===== src/rtl/instr_mem_pkg.sv =====
// Shared types and defaults for the fetch-stage instruction memory.
// Imported by the RAM and the memory controller.
package instr_mem_pkg;

   typedef enum logic [1:0] {
      ST_CLEAR,
      ST_IDLE,
      ST_LOAD
   } imem_state_e;

   localparam int unsigned DEF_DATA_W = 32;
   localparam logic [DEF_DATA_W-1:0] DEF_NOP = '0;

endpackage


===== src/rtl/imem_ram_1r1w.sv =====
// Single write port, single registered read port storage array.
// rdata only changes on an enabled read, so it holds between fetches.
module imem_ram_1r1w #(
   parameter int DATA_W = 32,
   parameter int DEPTH  = 32,
   parameter int AW     = 5
) (
   input  logic              clk,
   input  logic              we,
   input  logic [AW-1:0]     waddr,
   input  logic [DATA_W-1:0] wdata,
   input  logic              re,
   input  logic [AW-1:0]     raddr,
   output logic [DATA_W-1:0] rdata
);

   logic [DATA_W-1:0] mem [DEPTH];

   always_ff @(posedge clk) begin
      if (we) begin
         mem[waddr] <= wdata;
      end
      if (re) begin
         rdata <= mem[raddr];
      end
   end

endmodule


===== src/rtl/prog_instr_mem.sv =====
// Run-time loadable instruction memory: clears after reset, accepts a
// streamed image, then serves registered single-cycle fetches by PC.
module prog_instr_mem
   import instr_mem_pkg::*;
#(
   parameter int DATA_W = DEF_DATA_W,
   parameter int ADDR_W = 6,
   parameter int DEPTH  = 32,
   parameter logic [DATA_W-1:0] NOP_WORD = DEF_NOP
) (
   input  logic              clk,
   input  logic              rst,
   input  logic              fetch_req,
   input  logic [ADDR_W-1:0] pc,
   output logic              instr_valid,
   output logic [DATA_W-1:0] instruction,
   output logic              addr_fault,
   output logic              busy,
   input  logic              ld_start,
   input  logic              ld_valid,
   input  logic [DATA_W-1:0] ld_data,
   input  logic              ld_last,
   output logic              ld_done,
   output logic [ADDR_W:0]   ld_count
);

   localparam int RAM_AW = (DEPTH > 1) ? $clog2(DEPTH) : 1;
   localparam logic [RAM_AW-1:0] CLR_LAST = RAM_AW'(DEPTH - 1);
   localparam logic [RAM_AW-1:0] CLR_ONE  = RAM_AW'(1);
   localparam logic [ADDR_W:0]   LD_LAST  = (ADDR_W + 1)'(DEPTH - 1);
   localparam logic [ADDR_W:0]   LD_ONE   = (ADDR_W + 1)'(1);
   localparam logic [ADDR_W:0]   DEPTH_W  = (ADDR_W + 1)'(DEPTH);

   imem_state_e       state_q;
   imem_state_e       state_d;
   logic [RAM_AW-1:0] clr_ptr;
   logic [ADDR_W:0]   ld_count_q;
   logic              fetch_ok;
   logic              pc_oob;
   logic              load_end;
   logic              we;
   logic              re;
   logic [RAM_AW-1:0] waddr;
   logic [DATA_W-1:0] wdata;
   logic [DATA_W-1:0] rdata;
   logic              nop_sel;

   assign pc_oob   = {1'b0, pc} >= DEPTH_W;
   assign fetch_ok = (state_q == ST_IDLE) && fetch_req;
   assign re       = fetch_ok && !pc_oob;
   assign busy     = (state_q != ST_IDLE);
   assign ld_count = ld_count_q;

   // nop_sel remembers whether the last accepted fetch was out of range
   assign instruction = nop_sel ? NOP_WORD : rdata;

   always_comb begin
      state_d  = state_q;
      we       = 1'b0;
      waddr    = clr_ptr;
      wdata    = NOP_WORD;
      load_end = 1'b0;
      unique case (state_q)
         ST_CLEAR: begin
            we = 1'b1;
            if (clr_ptr == CLR_LAST) begin
               state_d = ST_IDLE;
            end
         end
         ST_IDLE: begin
            if (ld_start) begin
               state_d = ST_LOAD;
            end
         end
         ST_LOAD: begin
            if (ld_valid) begin
               we    = 1'b1;
               waddr = ld_count_q[RAM_AW-1:0];
               wdata = ld_data;
               if (ld_last || ld_count_q == LD_LAST) begin
                  load_end = 1'b1;
                  state_d  = ST_IDLE;
               end
            end
         end
         default: begin
            state_d = ST_CLEAR;
         end
      endcase
   end

   always_ff @(posedge clk) begin
      if (rst) begin
         state_q     <= ST_CLEAR;
         clr_ptr     <= '0;
         ld_count_q  <= '0;
         ld_done     <= 1'b0;
         instr_valid <= 1'b0;
         addr_fault  <= 1'b0;
         nop_sel     <= 1'b1;
      end else begin
         state_q     <= state_d;
         ld_done     <= load_end;
         instr_valid <= fetch_ok;
         addr_fault  <= fetch_ok && pc_oob;
         if (fetch_ok) begin
            nop_sel <= pc_oob;
         end
         if (state_q == ST_CLEAR) begin
            clr_ptr <= clr_ptr + CLR_ONE;
         end else begin
            clr_ptr <= '0;
         end
         if (state_q == ST_IDLE && ld_start) begin
            ld_count_q <= '0;
         end else if (state_q == ST_LOAD && ld_valid) begin
            ld_count_q <= ld_count_q + LD_ONE;
         end
      end
   end

   imem_ram_1r1w #(
      .DATA_W (DATA_W),
      .DEPTH  (DEPTH),
      .AW     (RAM_AW)
   ) u_ram (
      .clk   (clk),
      .we    (we),
      .waddr (waddr),
      .wdata (wdata),
      .re    (re),
      .raddr (pc[RAM_AW-1:0]),
      .rdata (rdata)
   );

endmodule


===== config.mk =====
export PLATFORM = sky130hd
export DESIGN_NAME = prog_instr_mem
export DESIGN_NICKNAME = d
export VERILOG_FILES = /design/src/rtl/instr_mem_pkg.sv /design/src/rtl/imem_ram_1r1w.sv /design/src/rtl/prog_instr_mem.sv
export SDC_FILE = /design/constraint.sdc
export NUM_CORES = 1
export LEC_CHECK = 0
export CORE_MARGIN = 4
export CORE_UTILIZATION = 65
export CTS_BUF_LIST = sky130_fd_sc_hd__clkbuf_8
export CTS_CLUSTER_DIAMETER = 150
export DETAILED_ROUTE_END_ITERATION = 6
export DONT_BUFFER_PORTS = 1
export GPL_TIMING_DRIVEN = 1
export PLACE_DENSITY = 0.81
export SLEW_MARGIN = 0
export SYNTH_ARGS = -nofsm -noshare
export SYNTH_HDL_FRONTEND = slang
export SYNTH_SLANG_ARGS = --single-unit

===== constraint.sdc =====
create_clock -name clk -period 5.52 [get_ports clk]
set_input_delay 1.104 -clock clk [delete_from_list [all_inputs] [get_ports clk]]
set_output_delay 1.104 -clock clk [all_outputs]
set_load 0.05 [all_outputs]

==> results.yml <==
global_routing:
  grt_remaining_overflow: 0
  grt_pass1_vias: 22271
  grt_util_all_layers_pct: 26.55
  grt_pass1_wl_mm: 138.1
  pin_count_of_the_biggest_net_entering_global_routing: 513
  antenna_found_initial: 9
hold_path:
  holdPathEnd: "state_q[1]"
  whs_path_depth: 1
  hp-class: "in -> reg"
  worst_hold_startpoint: "rst"
cells_and_area:
  layoutNonFillerInstCount: 3490
  ratio_of_cells_with_drive_above_1_in_the_final_layout_pct: 10.97
  area_delta_synth_final_pct: 9.008
  mostFrequentLayoutCell: "edfxtp_1"
  final_cell_mix: "edfxtp_1 (1056), mux2i_1 (514), clkbuf_8 (167), nand2_1 (114), a21oi_1 (103)"
  final.fill_count: 3765
  layout.nets: 2548
logic_synthesis:
  synth_enable_flop_cells: 1056
  post_synth_main_area_contributors: "edfxtp_1 (75%), mux2i_1 (12%), a22oi_1 (1.7%), a22o_1 (1.3%), a21oi_1 (1.2%)"
  ys_seq_area_share_pct: 76.18
  syn-mean-instance-area_um2: 17.32
  synth_cell_types: 38
  syn-instance-count: 2431
  syn-num-nets: 2478
  synthesis.area_um2: 42100
  yosysWarningCount: 0
  ys_ff_latch: 1074
  synth.top_cell.area_share_pct: 75.32
  post_synthesis_cell_type_with_the_largest_combined_area: "edfxtp_1"
  ys_async_sr_fraction_pct: 0
  ys.flop_type: "edfxtp_1"
power:
  power.leakage_uw: 0.01733
  power.density_cell_area_nw_per_um2: 336.0
  ir_worst_vdd_uv: 258.9
floorplanning:
  fp.dieH_um: 262.5
  ios: 87
  die_width_um: 262.5
  fp.dieArea_um2: 68900
  placement_rows: 93
  design.core.area_um2: 64230
  start_util_pct: 65.54
sta:
  drv_slew: 374
  totalNegativeSetupSlack_ps: 0
  timing_hold_violations_final: 0
  grt_setup_unrepaired: "no"
  final.period_utilization_pct: 92.38
  max-slew-margin-rel_pct: -210.4
  setup_ws_ps: 420.6
  finalSetupViolations: 0
  fmax_ghz: 0.1961
  worst-slew-pin-transition_ps: 4656
  timing.clock.skew_ps: 46.74
  final.min_clock_period_ps: 5099
clocking:
  clkSinkCount: 1074
  cts.root.buffer_cell: "clkbuf_8"
  tritoncts_clock_tree: "yes"
  post_cts_resize_count: 0
  number_of_buffers_created_by_cts: 160
  clock_latency_ps: 830
  cts.clk_slew.worst_paths_ps: 60
  cts_max_path_buffers: 3
  cts-hold-fix-buffers: 0
  htree_num_levels: 4
  postCtsSetupBuffers: 0
critical_path:
  r2r_cells: 5
  reg2reg_setup_slack_ps: 1660
  cp_data_arrival_time_ps: 5620
  crit_fanout: 512
  setup.worst_path.class: "in -> reg"
  timing.critical_path.from: "pc[1]"
  worst_ep_required_time_ps: 6040
  r2r_start: "state_q[1]"
  critical_path.startpoint_type: "input pin"
  crit-reg2reg-capture: "u_ram.mem[0][3]"
  worstSetupEndpointType: "flip-flop"
place:
  numPortBuffers: 0
  place_inst: 3194
  dpl.hpwl_mm: 53.78
  preCtsSetupSlack_ps: 1191
  gpl.final_weighted_congestion: 0.9353
routing:
  postRouteAntennaNets: 0
  detail_route.wl_per_cell_um: 26.59
  detail_route.vias_per_cell: 6.390
  route.vias.total: 22300
  dr.first_iter.drc_count: 2949
  finalWirelength_mm: 92.80
  drt_first_pass_iters: 6
  remaining_drcs: 0
status:
  status: "complete, but fails checks"
  violations: "max-slew violations"
flow_run:
  maxCapViolations: 0
-- cells in the mapped netlist, types with 3 or more instances --
cell type,instances
nor2b_1,35
nand3_1,100
mux2i_1,514
xor2_1,5
nand2b_1,5
nand2_1,115
a21oi_1,103
buf_4,27
nor3_1,33
edfxtp_1,1056
ha_1,3
dfxtp_1,18
a22o_1,64
a22oi_1,97
o21ai_1,3
nor2_1,51
a31oi_1,33
clkbuf_1,44
buf_2,35
and2_1,36
buf_6,23
buf_1,7
-- layer usage --
| metal | share of wire, % | GRT usage (%) |
|---|---|---|
| met5 | 0 | 0 |
| met4 | 2.4 | 7.937 |
| met3 | 9.4 | 5.945 |
| met2 | 48 | 41.46 |
| met1 | 40 | 38.44 |
-- worst max-delay path by stage --
stage                            endpoint  slack [ps]
after floorplan           u_ram.mem[0][0]        1840
after global placement    u_ram.mem[0][3]        1300
after detailed placement  u_ram.mem[0][2]        1190
after CTS                 u_ram.mem[0][3]        1700
after global routing      u_ram.mem[0][2]        1500
final                      u_ram.rdata[1]         420
-- area by class of cell --
type	instances	area (µm²)	area share (%)
diodes	9	22.52	0.04908
flip-flops and latches	1074	32070	69.89
repair buffers	46	382.9	0.8343
clock inverters	120	578.1	1.260
clock buffers	167	2298	5.008
inverters	2	7.507	0.01636
multi-input cells	1217	9460	20.61
well taps	855	1070	2.331
-- kinds of logic after synthesis --
family	share of synthesized area, %
DFF	76.18
muxes	12.27
xor gates and xnor gates	0.1456
buffers and inverters	2.021
and+or+nand+nor	4.372
adders and majority gates	0.08917
AOI/OAI and AO/OA	4.919
-- stage by stage --
step | cell area [µm²] | total power (µW) | utilization (%) | hold slack (ps)
CTS | 45870 | 15420 | 71.41 | 279.7
finish | 45890 | 15420 | 71.45 | 346.8
global placement | 42990 | 9664 | 66.93 | 469.8
detailed placement | 42990 | 9685 | 66.93 | 478.4
global route | 45880 | 15860 | 71.42 | 308.3
floorplan | 42100 | 9589 | - | 438.2
-- report_power, final --
group / internal (µW) / switching [µW] / total, µW
Clock: 2900 / 2940 / 5830
Sequential: 8920 / 21.9 / 8950
Combinational: 288 / 352 / 640
-- critical path, stage by stage --
cell and delay [ps]:
mux2i_1 1440, a22oi_1 200, a31oi_1 560, nand3_1 190
-- sequential cells by signal (all words and copies together) (netlist names) --
register     count
clr_ptr          5
ld_done          1
u_ram.mem     1024
u_ram.rdata     32
nop_sel          1
state_q          2
instr_valid      1
addr_fault       1
ld_count         7
(Power assumes the default switching activity.)
